--- src/rtl/zbt_point_pkg.sv ---
// -----------------------------------------------------------------------------
// zbt_point_pkg
//   Shared types and helpers for the ZBT point-pattern writer and the display
//   readback path that decodes the same words.
//   - state_e   : writer control states (IDLE / WRITE / DONE)
//   - mode_e    : pattern select (MODE_DIAG / MODE_RASTER)
//   - pack_point: packs x, y and colour into a ZBT word laid out as
//                 {zero pad, x, y, colour}, colour in the LSBs.
// -----------------------------------------------------------------------------
package zbt_point_pkg;

  typedef enum logic [1:0] {
    IDLE  = 2'd0,
    WRITE = 2'd1,
    DONE  = 2'd2
  } state_e;

  typedef enum logic {
    MODE_DIAG   = 1'b0,
    MODE_RASTER = 1'b1
  } mode_e;

  // Widest word pack_point can build; callers size the result down to DATA_W.
  localparam int unsigned PACK_MAX_W = 128;

  // Field widths are arguments so the writer and the readback decoder can
  // share one definition regardless of how each is parameterised.
  function automatic logic [PACK_MAX_W-1:0] pack_point(
    input logic [31:0] x,
    input logic [31:0] y,
    input logic [31:0] colour,
    input int unsigned coord_w,
    input int unsigned color_w
  );
    logic [PACK_MAX_W-1:0] coord_mask;
    logic [PACK_MAX_W-1:0] color_mask;
    coord_mask = (PACK_MAX_W'(1) << coord_w) - PACK_MAX_W'(1);
    color_mask = (PACK_MAX_W'(1) << color_w) - PACK_MAX_W'(1);
    return ((PACK_MAX_W'(x) & coord_mask) << (coord_w + color_w))
         | ((PACK_MAX_W'(y) & coord_mask) << color_w)
         |  (PACK_MAX_W'(colour) & color_mask);
  endfunction

endpackage

--- src/rtl/zbt_point_gen.sv ---
// -----------------------------------------------------------------------------
// zbt_point_gen
//   Point sequencer for the ZBT point writer. Holds the point index, raster
//   column/row counters and the x/y/colour running values. Coordinates are
//   produced with running adders only; they wrap modulo 2^COORD_W.
//
// Ports
//   clk       : system clock
//   reset_n   : synchronous active-low reset (clears counters and outputs)
//   clear_i   : load point 0 (takes priority over advance_i)
//   advance_i : step to the next point
//   mode_i    : pattern select used by clear_i / advance_i (0 diag, 1 raster)
//   x_o, y_o  : current point coordinates
//   color_o   : current point colour
//   last_o    : current point is index NUM_POINTS-1
// -----------------------------------------------------------------------------
module zbt_point_gen
  import zbt_point_pkg::*;
#(
  parameter int unsigned          COORD_W    = 10,
  parameter int unsigned          COLOR_W    = 10,
  parameter int unsigned          NUM_POINTS = 8,
  parameter int unsigned          X0         = 100,
  parameter int unsigned          Y0         = 100,
  parameter int unsigned          STEP       = 100,
  parameter int unsigned          GRID_W     = 4,
  parameter logic [COLOR_W-1:0]   COLOR_A    = '0,
  parameter logic [COLOR_W-1:0]   COLOR_B    = '0
) (
  input  logic               clk,
  input  logic               reset_n,
  input  logic               clear_i,
  input  logic               advance_i,
  input  logic               mode_i,
  output logic [COORD_W-1:0] x_o,
  output logic [COORD_W-1:0] y_o,
  output logic [COLOR_W-1:0] color_o,
  output logic               last_o
);

  localparam int unsigned IDX_W = (NUM_POINTS > 1) ? $clog2(NUM_POINTS) : 1;
  localparam int unsigned COL_W = (GRID_W > 1) ? $clog2(GRID_W) : 1;
  localparam int unsigned ROW_W = IDX_W;

  localparam logic [COORD_W-1:0] X0_C   = COORD_W'(X0);
  localparam logic [COORD_W-1:0] Y0_C   = COORD_W'(Y0);
  localparam logic [COORD_W-1:0] STEP_C = COORD_W'(STEP);

  logic [IDX_W-1:0]   idx_q,   idx_d;
  logic [COL_W-1:0]   col_q,   col_d;
  logic [ROW_W-1:0]   row_q,   row_d;
  logic [COORD_W-1:0] x_q,     x_d;
  logic [COORD_W-1:0] y_q,     y_d;
  logic [COLOR_W-1:0] color_q, color_d;

  always_comb begin
    // NOTE: every next-state value is defaulted to its current value first so
    // that no branch leaves a variable unassigned and infers a latch.
    idx_d   = idx_q;
    col_d   = col_q;
    row_d   = row_q;
    x_d     = x_q;
    y_d     = y_q;
    color_d = color_q;

    if (clear_i) begin
      idx_d   = '0;
      col_d   = '0;
      row_d   = '0;
      x_d     = X0_C;
      // The diagonal is x == y from the same origin, so it starts at X0 on
      // both axes; raster rows start at Y0.
      y_d     = (mode_i == MODE_RASTER) ? Y0_C : X0_C;
      color_d = COLOR_A;
    end else if (advance_i) begin
      idx_d   = idx_q + IDX_W'(1);
      // Next index has the opposite parity to the current one.
      color_d = idx_q[0] ? COLOR_A : COLOR_B;
      if (mode_i == MODE_RASTER) begin
        if (col_q == COL_W'(GRID_W - 1)) begin
          col_d = '0;
          row_d = row_q + ROW_W'(1);
          x_d   = X0_C;
          y_d   = y_q + STEP_C;
        end else begin
          col_d = col_q + COL_W'(1);
          x_d   = x_q + STEP_C;
        end
      end else begin
        x_d = x_q + STEP_C;
        y_d = y_q + STEP_C;
      end
    end
  end

  // NOTE: state registers use non-blocking assignments so every register
  // samples the pre-edge values and the update order inside the block is
  // irrelevant.
  always_ff @(posedge clk) begin
    if (!reset_n) begin
      idx_q   <= '0;
      col_q   <= '0;
      row_q   <= '0;
      x_q     <= '0;
      y_q     <= '0;
      color_q <= '0;
    end else begin
      idx_q   <= idx_d;
      col_q   <= col_d;
      row_q   <= row_d;
      x_q     <= x_d;
      y_q     <= y_d;
      color_q <= color_d;
    end
  end

  assign x_o     = x_q;
  assign y_o     = y_q;
  assign color_o = color_q;
  assign last_o  = (idx_q == IDX_W'(NUM_POINTS - 1));

endmodule

--- src/rtl/zbt_point_writer.sv ---
// -----------------------------------------------------------------------------
// zbt_point_writer
//   Streams a generated pattern of calibration points into ZBT SRAM through a
//   valid/ready write port. One pass writes NUM_POINTS words at BASE_ADDR+i;
//   optional looping restarts at point 0 with no bubble. A stop request ends
//   the pass at the next accepted point.
//
// Ports
//   clk      : system clock
//   reset_n  : synchronous active-low reset
//   start    : begin a pass (only honoured in IDLE)
//   mode     : pattern select sampled at start (0 diagonal, 1 raster)
//   loop_en  : sampled at start; restart at point 0 after the last point
//   stop     : abort request, honoured at the next accepted point
//   busy     : high while writing
//   done     : one-cycle pulse after a pass finishes
//   wr_valid : write request to the ZBT controller
//   wr_ready : ZBT controller accepts the write this cycle
//   wr_addr  : write address
//   wr_data  : {zero pad, x, y, colour}
// -----------------------------------------------------------------------------
module zbt_point_writer
  import zbt_point_pkg::*;
#(
  parameter int unsigned        ADDR_W     = 19,
  parameter int unsigned        DATA_W     = 36,
  parameter int unsigned        COORD_W    = 10,
  parameter int unsigned        COLOR_W    = 10,
  parameter int unsigned        NUM_POINTS = 8,
  parameter int unsigned        BASE_ADDR  = 0,
  parameter int unsigned        X0         = 100,
  parameter int unsigned        Y0         = 100,
  parameter int unsigned        STEP       = 100,
  parameter int unsigned        GRID_W     = 4,
  parameter logic [COLOR_W-1:0] COLOR_A    = 10'b1111_1111_00,
  parameter logic [COLOR_W-1:0] COLOR_B    = 10'b0011_1111_00
) (
  input  logic              clk,
  input  logic              reset_n,
  input  logic              start,
  input  logic              mode,
  input  logic              loop_en,
  input  logic              stop,
  output logic              busy,
  output logic              done,
  output logic              wr_valid,
  input  logic              wr_ready,
  output logic [ADDR_W-1:0] wr_addr,
  output logic [DATA_W-1:0] wr_data
);

  localparam logic [ADDR_W-1:0] BASE_C = ADDR_W'(BASE_ADDR);

  state_e            state_q;
  mode_e             mode_q;
  logic              loop_q;
  logic              stop_q;
  logic              busy_q;
  logic              done_q;
  logic              valid_q;
  logic [ADDR_W-1:0] addr_q;

  logic               accept;
  logic               stop_seen;
  logic               wrap;
  logic               gen_clear;
  logic               gen_advance;
  logic               gen_mode;
  logic               gen_last;
  logic [COORD_W-1:0] gen_x;
  logic [COORD_W-1:0] gen_y;
  logic [COLOR_W-1:0] gen_color;

  assign accept    = (state_q == WRITE) && valid_q && wr_ready;
  // A stop arriving in the same cycle as an acceptance counts: the point on
  // the bus completes and nothing further is presented.
  assign stop_seen = stop_q | stop;
  assign wrap      = accept && gen_last && loop_q && !stop_seen;

  assign gen_clear   = ((state_q == IDLE) && start) || wrap;
  assign gen_advance = accept && !gen_last && !stop_seen;
  // At start the generator must see the live mode pin; afterwards the latched
  // copy so a mid-pass change on the pin has no effect.
  assign gen_mode    = (state_q == IDLE) ? mode : mode_q;

  zbt_point_gen #(
    .COORD_W    (COORD_W),
    .COLOR_W    (COLOR_W),
    .NUM_POINTS (NUM_POINTS),
    .X0         (X0),
    .Y0         (Y0),
    .STEP       (STEP),
    .GRID_W     (GRID_W),
    .COLOR_A    (COLOR_A),
    .COLOR_B    (COLOR_B)
  ) u_gen (
    .clk       (clk),
    .reset_n   (reset_n),
    .clear_i   (gen_clear),
    .advance_i (gen_advance),
    .mode_i    (gen_mode),
    .x_o       (gen_x),
    .y_o       (gen_y),
    .color_o   (gen_color),
    .last_o    (gen_last)
  );

  always_ff @(posedge clk) begin
    if (!reset_n) begin
      state_q <= IDLE;
      mode_q  <= MODE_DIAG;
      loop_q  <= 1'b0;
      stop_q  <= 1'b0;
      busy_q  <= 1'b0;
      done_q  <= 1'b0;
      valid_q <= 1'b0;
      addr_q  <= BASE_C;
    end else begin
      case (state_q)
        IDLE: begin
          done_q <= 1'b0;
          if (start) begin
            state_q <= WRITE;
            mode_q  <= mode_e'(mode);
            loop_q  <= loop_en;
            stop_q  <= 1'b0;
            addr_q  <= BASE_C;
            valid_q <= 1'b1;
            busy_q  <= 1'b1;
          end
        end

        WRITE: begin
          if (stop) begin
            stop_q <= 1'b1;
          end
          if (accept) begin
            if (gen_advance) begin
              addr_q <= addr_q + ADDR_W'(1);
            end else if (wrap) begin
              addr_q <= BASE_C;
            end else begin
              state_q <= DONE;
              valid_q <= 1'b0;
              busy_q  <= 1'b0;
              done_q  <= 1'b1;
            end
          end
        end

        DONE: begin
          done_q  <= 1'b0;
          state_q <= IDLE;
        end

        default: begin
          state_q <= IDLE;
          valid_q <= 1'b0;
          busy_q  <= 1'b0;
          done_q  <= 1'b0;
        end
      endcase
    end
  end

  assign busy     = busy_q;
  assign done     = done_q;
  assign wr_valid = valid_q;
  assign wr_addr  = addr_q;
  assign wr_data  = DATA_W'(pack_point(32'(gen_x), 32'(gen_y), 32'(gen_color),
                                       COORD_W, COLOR_W));

endmodule
--- config.mk ---
export PLATFORM = sky130hd
export DESIGN_NAME = zbt_point_writer
export DESIGN_NICKNAME = d
export VERILOG_FILES = /design/src/rtl/zbt_point_pkg.sv /design/src/rtl/zbt_point_gen.sv /design/src/rtl/zbt_point_writer.sv
export SDC_FILE = /design/constraint.sdc
export NUM_CORES = 1
export LEC_CHECK = 0
export CAP_MARGIN = 20
export CORE_ASPECT_RATIO = 0.7
export CORE_UTILIZATION = 55
export CTS_BUF_LIST = sky130_fd_sc_hd__clkbuf_8
export CTS_CLUSTER_SIZE = 25
export DETAILED_ROUTE_END_ITERATION = 12
export GPL_TIMING_DRIVEN = 0
export HOLD_SLACK_MARGIN = 0.15
export MAX_ROUTING_LAYER = met4
export PLACE_DENSITY = 0.88
export SLEW_MARGIN = 0
export SYNTH_ARGS = -nofsm -noshare
export SYNTH_HDL_FRONTEND = slang
export SYNTH_SLANG_ARGS = --single-unit
--- constraint.sdc ---
create_clock -name clk -period 3.17 [get_ports clk]
set_clock_uncertainty 0.1 [all_clocks]
set_input_delay 0.634 -clock clk [delete_from_list [all_inputs] [get_ports clk]]
set_output_delay 0.634 -clock clk [all_outputs]
set_load 0.01 [all_outputs]
==> results of run 1 <==
-- critical path, delay by kind of cell --
kind                   cells  cell delay [ns]
buffers and inverters      2             0.74
AND/OR/NAND/NOR            2             0.84
AO/OA/AOI/OAI              2             0.32
-- final cells by class --
| class | count | area (um^2) |
|---|---|---|
| inverter | 8 | 30.03 |
| clock inverter | 2 | 35.03 |
| sequential | 51 | 1021 |
| buffer | 33 | 229.0 |
| multi-input combinational | 231 | 1509 |
| tap | 69 | 86.33 |
| timing repair buffer | 54 | 540.5 |
| clock buffer | 6 | 82.58 |
| fill | 379 | 1275 |
-- flip-flops by register name, summed over array words and instances, names as in the netlist, 2 cells and up, named ones only --
| register | cells |
|---|---|
| wr_addr | 19 |
| u_gen.idx_q | 3 |
| u_gen.x_o | 8 |
| u_gen.col_q | 2 |
| u_gen.y_o | 8 |
| state_q | 2 |
| u_gen.color_o | 2 |
-- cells in the final DEF, fill, tap and decap left out, drive strengths merged, types with 4 or more instances in the layout --
cell type	Yosys	final
a21oi	21	21
a31oi	5	5
and3	4	4
buf	30	30
clkbuf	3	9
clkdlybuf4s50	0	54
conb	1	10
dfxtp	51	51
ha	6	6
inv	8	8
mux2i	10	10
nand2	26	26
nand2b	11	11
nand3	10	10
nand4	7	7
nor2	17	17
nor3	14	14
nor3b	5	5
nor4	6	6
o21a	4	4
o21ai	12	12
o31a	5	5
o31ai	7	7
or4	8	8
-- kinds of logic after synthesis --
family	count (synthesis)
compound gates	75
xor+xnor	5
fa+ha+maj	6
buf+inv	41
flops	51
mux	10
other cells	1
simple gates	125
-- report_power, final --
group	internal, uW	switching, uW
logic	109	111
registers	657	20.2
clock network	256	219
total	1020	350
-- metrics by stage --
| stage | total power, uW | hold slack [ns] |
|---|---|---|
| 4_1_cts | 1373 | 0.3684 |
| 6_report | 1371 | 0.3676 |
| 3_3_place_gp | 903.1 | 0.3458 |
| 2_1_floorplan | 828.2 | 0.3400 |
| 5_1_grt | 1420 | 0.3946 |
| 3_5_place_dp | 909.0 | 0.3559 |
-- synthesized netlist by cell type (4+ instances only) --
cell	number	share of area
o31ai_1	7	0.019
inv_1	8	0.011
nand2_1	26	0.035
nand3_1	10	0.018
a21oi_1	20	0.036
nor3_1	14	0.025
or4_1	8	0.022
a31oi_1	4	0.0091
ha_1	6	0.027
nor4_1	6	0.014
buf_2	6	0.011
nor3b_1	4	0.011
nor2_1	16	0.022
and3_1	4	0.0091
nand4_1	6	0.014
nand2b_1	11	0.025
o21a_1	4	0.011
mux2i_1	10	0.036
o31a_1	5	0.016
buf_4	22	0.060
dfxtp_1	51	0.37
o21ai_0	12	0.022
-- metal layers --
metal  track usage  vias up  wire, um
li1              -     1274         -
met1        0.3295     1201      2943
met2        0.4172      108      3003
met3       0.05496       13       445
met4        0.1238        0       114
met5             -        -         0
-- worst min path at each step --
stage	end	slack, ns	cells after the start
2_1_floorplan	u_gen.idx_q[1]	0.34	2
3_3_place_gp	u_gen.idx_q[1]	0.35	2
3_5_place_dp	u_gen.idx_q[1]	0.36	2
4_1_cts	u_gen.idx_q[1]	0.37	2
5_1_grt	flop	0.39	1
6_report	u_gen.idx_q[1]	0.37	2
==> out/qor.yml, run 1 <==
outcome: "finished, final reports clean"
powerDensity_nw_per_um2: 388.0
min_from: "u_gen.idx_q[1]"
fin_cells: 454
cts.sinks: 51
reg2reg_to: "u_gen.y_o[9]"
synthDistinctLibCells: 57
die_h_um: 61.22
hold_class: "flop to flop"
setup_slack_ns: 0.7284
layout.nets: 397
path_cells: "clkdlybuf4s50_1 -> nor3b_4 -> nand2b_1 -> o21bai_2 -> buf_4 -> a21oi_1"
gp_congestion: 0.9022
grt_usage: 0.2638
endpoint: "u_gen.y_o[7]"
post-route-min-period_ns: 2.442
syn_inst: 314
synthSimpleGateAreaFrac: 0.2598
synth_compound_area_frac: 0.1948
chipWidth_um: 86.60
critPathMaxStageDelay_ns: 0.49
portBuffers: 54
timing.final.crit_share: 0.7702
synthAdderAreaFrac: 0.02725
vias: 2596
fin_util: 0.7348
grt_pass1_wl_um: 10260
num_rows: 21
gr-total-overflow: 0
synth_area_per_cell_um2: 8.774
cts.repair.resized: 0
path_clk_slew_ns: 0.09
vdd_drop_max_mv: 0.2569
grt_max_degree: 16
clock_latency_ns: 0.32
crit-reg2reg-launch: "u_gen.idx_q[0]"
hold_buffers: 0
h-tree-depth: 2
diodes: 0
ys_ff_latch: 51
rrSetupSlack_ns: 0.86
wl_um: 6506
ys_seq_area_frac: 0.3706
fmax_mhz: 409.6
cts_tree: "yes"
synth_top_family_by_area: "simple AND/OR/NAND/NOR gates"
finalSetupViolCount: 0
rsz0062_at_grt: "no"
hpwl_um: 4707
drc_errors: 0
synth_edf_count: 0
synth_xor_area_frac: 0.01589
layout-drive-gt1-share: 0.1273
vias_per_cell: 5.718
cp.arrival_ns: 2.54
final_area_um2: 3533
grt_pass1_vias: 2246
drv_cap: 0
drtIter0Drc: 181
dpl_cell_area_um2: 3416
crit_start: "start"
critPathSlowestCell: "nor3b_4"
worstPathRequired_ns: 3.27
firstDrtPassIters: 5
max-slew-margin-rel: 0.5873
synth_warnings: 0
syn2layout_area_growth_pct: 28.25
post-cts-setup-buffer-count: 0
wl_per_cell_um: 14.33
async_reset_ff_frac: 0
core_area_um2: 4808
slew_violations: 0
yosys_most_used_dff: "dfxtp_1"
syn_area_um2: 2755
worstMarginPinSlew_ns: 0.6108
place_ws_ns: 0.3935
dp_cells: 446
cts_buffer_depth: 2
start_util: 0.5730
dieArea_um2: 5301
tns_ns: 0
cp-start-kind: "primary input"
muxShareOfSynthArea: 0.03633
ioPinCount: 65
criticalPathCategory: "primary input to flop"
critPathMaxFanout: 10
antenna_found_initial: 0
cts_root_buf: "clkbuf_8"
cts-buffers-inserted: 5
antenna_left: 0
endpoint_kind: "flop"
leakage_uw: 0.001301
finalHoldViolCount: 0
r2r_cells: 7
(Power assumes the default switching activity.)
==> run 2, diff against run 1 <==
--- a/config.mk
+++ b/config.mk
@@ -7,14 +7,14 @@
 export LEC_CHECK = 0
 export CAP_MARGIN = 20
 export CORE_ASPECT_RATIO = 0.7
-export CORE_UTILIZATION = 55
+export CORE_UTILIZATION = 52
 export CTS_BUF_LIST = sky130_fd_sc_hd__clkbuf_8
 export CTS_CLUSTER_SIZE = 25
 export DETAILED_ROUTE_END_ITERATION = 12
 export GPL_TIMING_DRIVEN = 0
 export HOLD_SLACK_MARGIN = 0.15
 export MAX_ROUTING_LAYER = met4
-export PLACE_DENSITY = 0.88
+export PLACE_DENSITY = 0.84
 export SLEW_MARGIN = 0
 export SYNTH_ARGS = -nofsm -noshare
 export SYNTH_HDL_FRONTEND = slang
==> constraint.sdc (replaced) <==
create_clock -name clk -period 2.45 [get_ports clk]
set_clock_uncertainty 0.1 [all_clocks]
set_input_delay 0.49 -clock clk [delete_from_list [all_inputs] [get_ports clk]]
set_output_delay 0.49 -clock clk [all_outputs]
set_load 0.01 [all_outputs]
==> out/qor.yml, run 2 (synthesis gave the netlist of run 1 again) <==
start_util: 0.5578
endpoint: "wr_addr[4]"
antenna_left: 0
core_area_um2: 4940
max-slew-margin-rel: 0.5606
cts_buffer_depth: 2
cp.depth: 6
critPathMaxFanout: 10
path_cells: "clkdlybuf4s50_1 -> nor3b_4 -> nand2b_1 -> o21bai_2 -> buf_4 -> a21oi_1"
rsz0062_at_grt: "no"
vias: 2614
grt_usage: 0.2424
powerDensity_nw_per_um2: 524.7
endpoint_kind: "flop"
place_ws_ns: -0.1814
final_common_cell: "clkdlybuf4s50_1"
finalSetupViolCount: 0
crit_start: "start"
layout_common_cells: "54 x clkdlybuf4s50_1, 51 x dfxtp_1, 26 x nand2_1"
slew_violations: 0
gp_congestion: 0.8679
chipWidth_um: 89
num_rows: 21
post-route-min-period_ns: 2.308
drv_cap: 0
critPathSlowestCell: "nor3b_4"
finalHoldViolCount: 0
wl_per_cell_um: 14.28
cts.sinks: 51
power_uw: 1865
syn2layout_area_growth_pct: 29.02
drtIter0Drc: 216
layout.nets: 397
leakage_uw: 0.001303
setup_slack_ns: 0.1419
cts_root_buf: "clkbuf_8"
antenna_found_initial: 0
grt_max_degree: 17
gr-total-overflow: 0
drc_errors: 0
h-tree-depth: 2
fmax_mhz: 433.3
grt_pass1_vias: 2264
hpwl_um: 4686
crit_buf_inv: 2
portBuffers: 54
outcome: "finished, final reports clean"
ioPinCount: 65
rrSetupSlack_ns: 0.15
cts_tree: "yes"
cp.arrival_ns: 2.40
wl_um: 6484
cp-start-kind: "primary input"
vias_per_cell: 5.758
critPathMaxStageDelay_ns: 0.51
vdd_drop_max_mv: 0.3733
dieArea_um2: 5598
diodes: 0
hold_class: "flop to flop"
worstMarginPinSlew_ns: 0.6502
criticalPathCategory: "primary input to flop"
largest_register_ffs: 19
grt_pass1_wl_um: 10380
r2r_cells: 7
cts-buffers-inserted: 5
die_h_um: 62.90
layout-drive-gt1-share: 0.1273
crit-reg2reg-launch: "u_gen.idx_q[0]"
clock_latency_ns: 0.31
worstPathRequired_ns: 2.55
path_clk_slew_ns: 0.10
firstDrtPassIters: 5
crit_family: "simple AND/OR/NAND/NOR gates"
reg2reg_to: "u_gen.y_o[9]"
timing.final.crit_share: 0.9421
==> run 2: metrics by stage <==
| stage | cell area, um^2 | instances | setup TNS [ns] | utilization | hold slack [ns] |
|---|---|---|---|---|---|
| finish | 3555 | 454 | 0 | 0.7196 | 0.3703 |
| global route | 3555 | 454 | 0 | 0.7196 | 0.3842 |
| CTS | 3552 | 454 | 0 | 0.7191 | 0.3695 |
| detailed placement | 3416 | 446 | -2.518 | 0.6915 | 0.3563 |
| global placement | 3416 | 446 | -1.974 | 0.6915 | 0.3458 |
| floorplan | 2789 | 323 | 0 | - | 0.3400 |
==> run 2: report_power, final <==
part | switching, uW | total [uW] | internal [uW]
clock | 296 | 704 | 407
sequential | 26.2 | 876 | 850
combinational | 144 | 285 | 141
==> run 2: worst min-delay path by stage <==
stage / endpoint / cells past startpoint / slack (ns) / from
after floorplan: u_gen.idx_q[1] / 2 / 0.34 / u_gen.idx_q[1]
after global placement: u_gen.idx_q[2] / 2 / 0.35 / u_gen.idx_q[2]
after detailed placement: u_gen.idx_q[1] / 2 / 0.36 / u_gen.idx_q[1]
after CTS: u_gen.idx_q[1] / 2 / 0.37 / u_gen.idx_q[1]
after global routing: u_gen.idx_q[2] / 2 / 0.38 / u_gen.idx_q[2]
final: u_gen.idx_q[2] / 2 / 0.37 / u_gen.idx_q[2]
==> run 2: cell type report <==
type	instances	area (um^2)
multi-input combinational	231	1509
clock buffer	5	68.82
buffer	33	231.5
inverter	8	30.03
tap	69	86.33
fill	410	1385
timing repair buffer	54	540.5
clock inverter	3	67.56
sequential	51	1021
==> run 2: timing repair <==
action,4_1_cts,5_1_grt
resized for setup,0,1
setup buffers,0,0
hold buffers,0,0
endpoints found under the hold margin,0,0
endpoints found under the setup margin,0,1
==> run 2: worst register-to-register path: cells and delay by family (launching register included) <==
family        cells  cell delay, ns
simple gates      3            0.92
fa+ha+maj         2            0.44
buf+inv           1            0.22
mux               1            0.22
flops             1            0.34
==> run 2: metal layers <==
layer | vias to the layer above | global-route usage | wire length (um)
met5 | - | - | 0
met4 | 0 | 0.07540 | 89
met3 | 16 | 0.05284 | 454
met2 | 104 | 0.3721 | 2918
met1 | 1221 | 0.3176 | 3022
li1 | 1273 | - | -
==> run 3, diff against run 2 <==
--- a/config.mk
+++ b/config.mk
@@ -5,6 +5,7 @@
 export SDC_FILE = /design/constraint.sdc
 export NUM_CORES = 1
 export LEC_CHECK = 0
+export ABC_AREA = 1
 export CAP_MARGIN = 20
 export CORE_ASPECT_RATIO = 0.7
 export CORE_UTILIZATION = 52
==> out/qor.yml, run 3 <==
layout.nets: 491
crit_start: "u_gen.color_o[7]"
start_util: 0.5596
finalSetupViolCount: 0
cp-start-kind: "flop"
wl_um: 6790
endpoint: "wr_data[5]"
layout_common_cells: "106 x nand2_1, 54 x clkdlybuf4s50_1, 53 x nor2_1"
wl_per_cell_um: 12.39
rrSetupSlack_ns: 0.56
cts-buffers-inserted: 5
yosysMostFrequentCell: "nand2_1"
syn_area_um2: 2779
holdWs_ns: 0.3348
ioPinCount: 65
crit_family: "buffers and inverters"
slew_violations: 0
yosys_most_used_dff: "dfxtp_1"
path_cells: "buf_4 -> clkdlybuf4s50_1"
grt_pass1_vias: 2406
endpoint_kind: "primary output"
critPathSlowestCell: "clkdlybuf4s50_1"
worstMarginPinSlew_ns: 0.6231
diodes: 0
hold_class: "flop to flop"
h-tree-depth: 2
outcome: "finished, final reports clean"
ys_ff_latch: 51
finalHoldViolCount: 0
critPathMaxFanout: 7
cts_root_buf: "clkbuf_8"
grt_max_degree: 15
syn_inst: 408
cts.sinks: 51
criticalPathCategory: "flop to primary output"
synth_warnings: 0
critPathMaxStageDelay_ns: 0.55
syn2layout_area_growth_pct: 27.37
cts.repair.resized: 0
layout-drive-gt1-share: 0.1065
gr-total-overflow: 0
synth_edf_count: 0
drv_cap: 0
post-cts-setup-buffer-count: 0
drtIter0Drc: 183
place_ws_ns: 0.1621
yosys.area.top_type: "dfxtp_1"
drc_errors: 0
largest_register_ffs: 19
vdd_drop_max_mv: 0.3143
final_area_um2: 3540
ys_top_cells_by_area: "dfxtp_1 37%, nand2_1 14%, nor2_1 7.2%"
grt_pass1_wl_um: 10920
worstPathRequired_ns: 1.86
fmax_mhz: 492.0
synth.top_cell.area_share: 0.3674
cp.depth: 2
reg2reg_to: "u_gen.x_o[5]"
setup_slack_ns: 0.4176
rsz0062_at_grt: "no"
synthDistinctLibCells: 33
core_area_um2: 4966
portBuffers: 54
r2r_cells: 9
seqCellArea_um2: 1021
ys_seq_area_frac: 0.3674
hpwl_um: 5053
timing.final.crit_share: 0.8296
async_reset_ff_frac: 0
final_common_cell: "nand2_1"
powerDensity_nw_per_um2: 465.7
hold_buffers: 0
antenna_found_initial: 0
tns_ns: 0
antenna_left: 0
num_rows: 21
firstDrtPassIters: 5
gp_congestion: 0.8589
post-route-min-period_ns: 2.032
die_h_um: 63.16
max-slew-margin-rel: 0.5846
clock_latency_ns: 0.31
vias_per_cell: 5.097
cp.arrival_ns: 1.44
fill_cells: 399
vias: 2793
path_clk_slew_ns: 0.09
cts_buffer_depth: 2
crit-reg2reg-launch: "u_gen.idx_q[0]"
leakage_uw: 0.001491
synth_common_cells: "106 x nand2_1, 53 x nor2_1, 51 x dfxtp_1"
cts_tree: "yes"
grt_usage: 0.2575
dieArea_um2: 5645
dpl_cell_area_um2: 3440
multi_input_area_um2: 1435
chipWidth_um: 89.38
synth_area_per_cell_um2: 6.811
crit_buf_inv: 2
## run 3: changes by cell type after synthesis, sizes merged, moves of 10 or more
| cell | delta |
|---|---|
| nor2 | +42 |
| nand2 | +86 |
| nor3 | -11 |
| mux2i | -10 |
| inv | +35 |
| nand2b | -11 |
| nand3 | +30 |
| a21oi | +11 |
## run 3: kinds of logic (layout without fill, tap and decap cells)
group                    after synthesis  after routing  synth area share
adder cells (fa/ha/maj)                6              6           0.02701
other                                  1             10          0.001349
buffers and inverters                 69            131            0.1283
flip-flops                            51             51            0.3674
XOR/XNOR                               5              5           0.01576
AND/OR/NAND/NOR                      224            224            0.3602
AO/OA/AOI/OAI                         52             52           0.09995
## run 3: cell type report
type                       instances  area share
clock buffer                       7     0.02722
multi-input combinational        297      0.4054
clock inverter                     1    0.001060
tap                               69     0.02439
sequential                        51      0.2884
timing repair buffer              54      0.1527
inverter                          43     0.04631
buffer                            26     0.05444
## run 3: per-stage QoR
step	util	cells	total power, uW
final	0.7128	548	1648
after global routing	0.7128	548	1728
after CTS	0.7128	548	1655
after detailed placement	0.6926	540	1135
after global placement	0.6926	540	1128
after floorplan	-	417	1042
## run 3: worst min-delay path by stage
stage,startpoint,end,slack (ns),cells past startpoint
after floorplan,mode_q,mode_q,0.32,2
after CTS,flop,flop,0.34,2
after global routing,flop,flop,0.36,2
after detailed placement,flop,flop,0.33,2
after global placement,flop,flop,0.31,2
final,flop,flop,0.33,2
## run 3: report_power, final
group / switching [uW] / internal, uW
registers: 23.1 / 849
clock network: 275 / 254
logic: 132 / 115
total: 430 / 1220
## run 3: routing by layer
| metal | track usage | part of all wire | routed length [um] | vias to the layer above |
|---|---|---|---|---|
| met4 | 0.05952 | 0.0080 | 54 | 0 |
| met1 | 0.3417 | 0.47 | 3181 | 1260 |
| met3 | 0.06422 | 0.078 | 533 | 11 |
| met5 | - | 0 | 0 | - |
| met2 | 0.3941 | 0.44 | 3021 | 108 |
| li1 | - | - | - | 1414 |
## run 3: tightest hold or removal path: cells and delay by family, from the launching register on
| family | cells | cell delay [ns] |
|---|---|---|
| simple gates | 1 | 0.03 |
| buf+inv | 1 | 0.05 |
| flops | 1 | 0.32 |
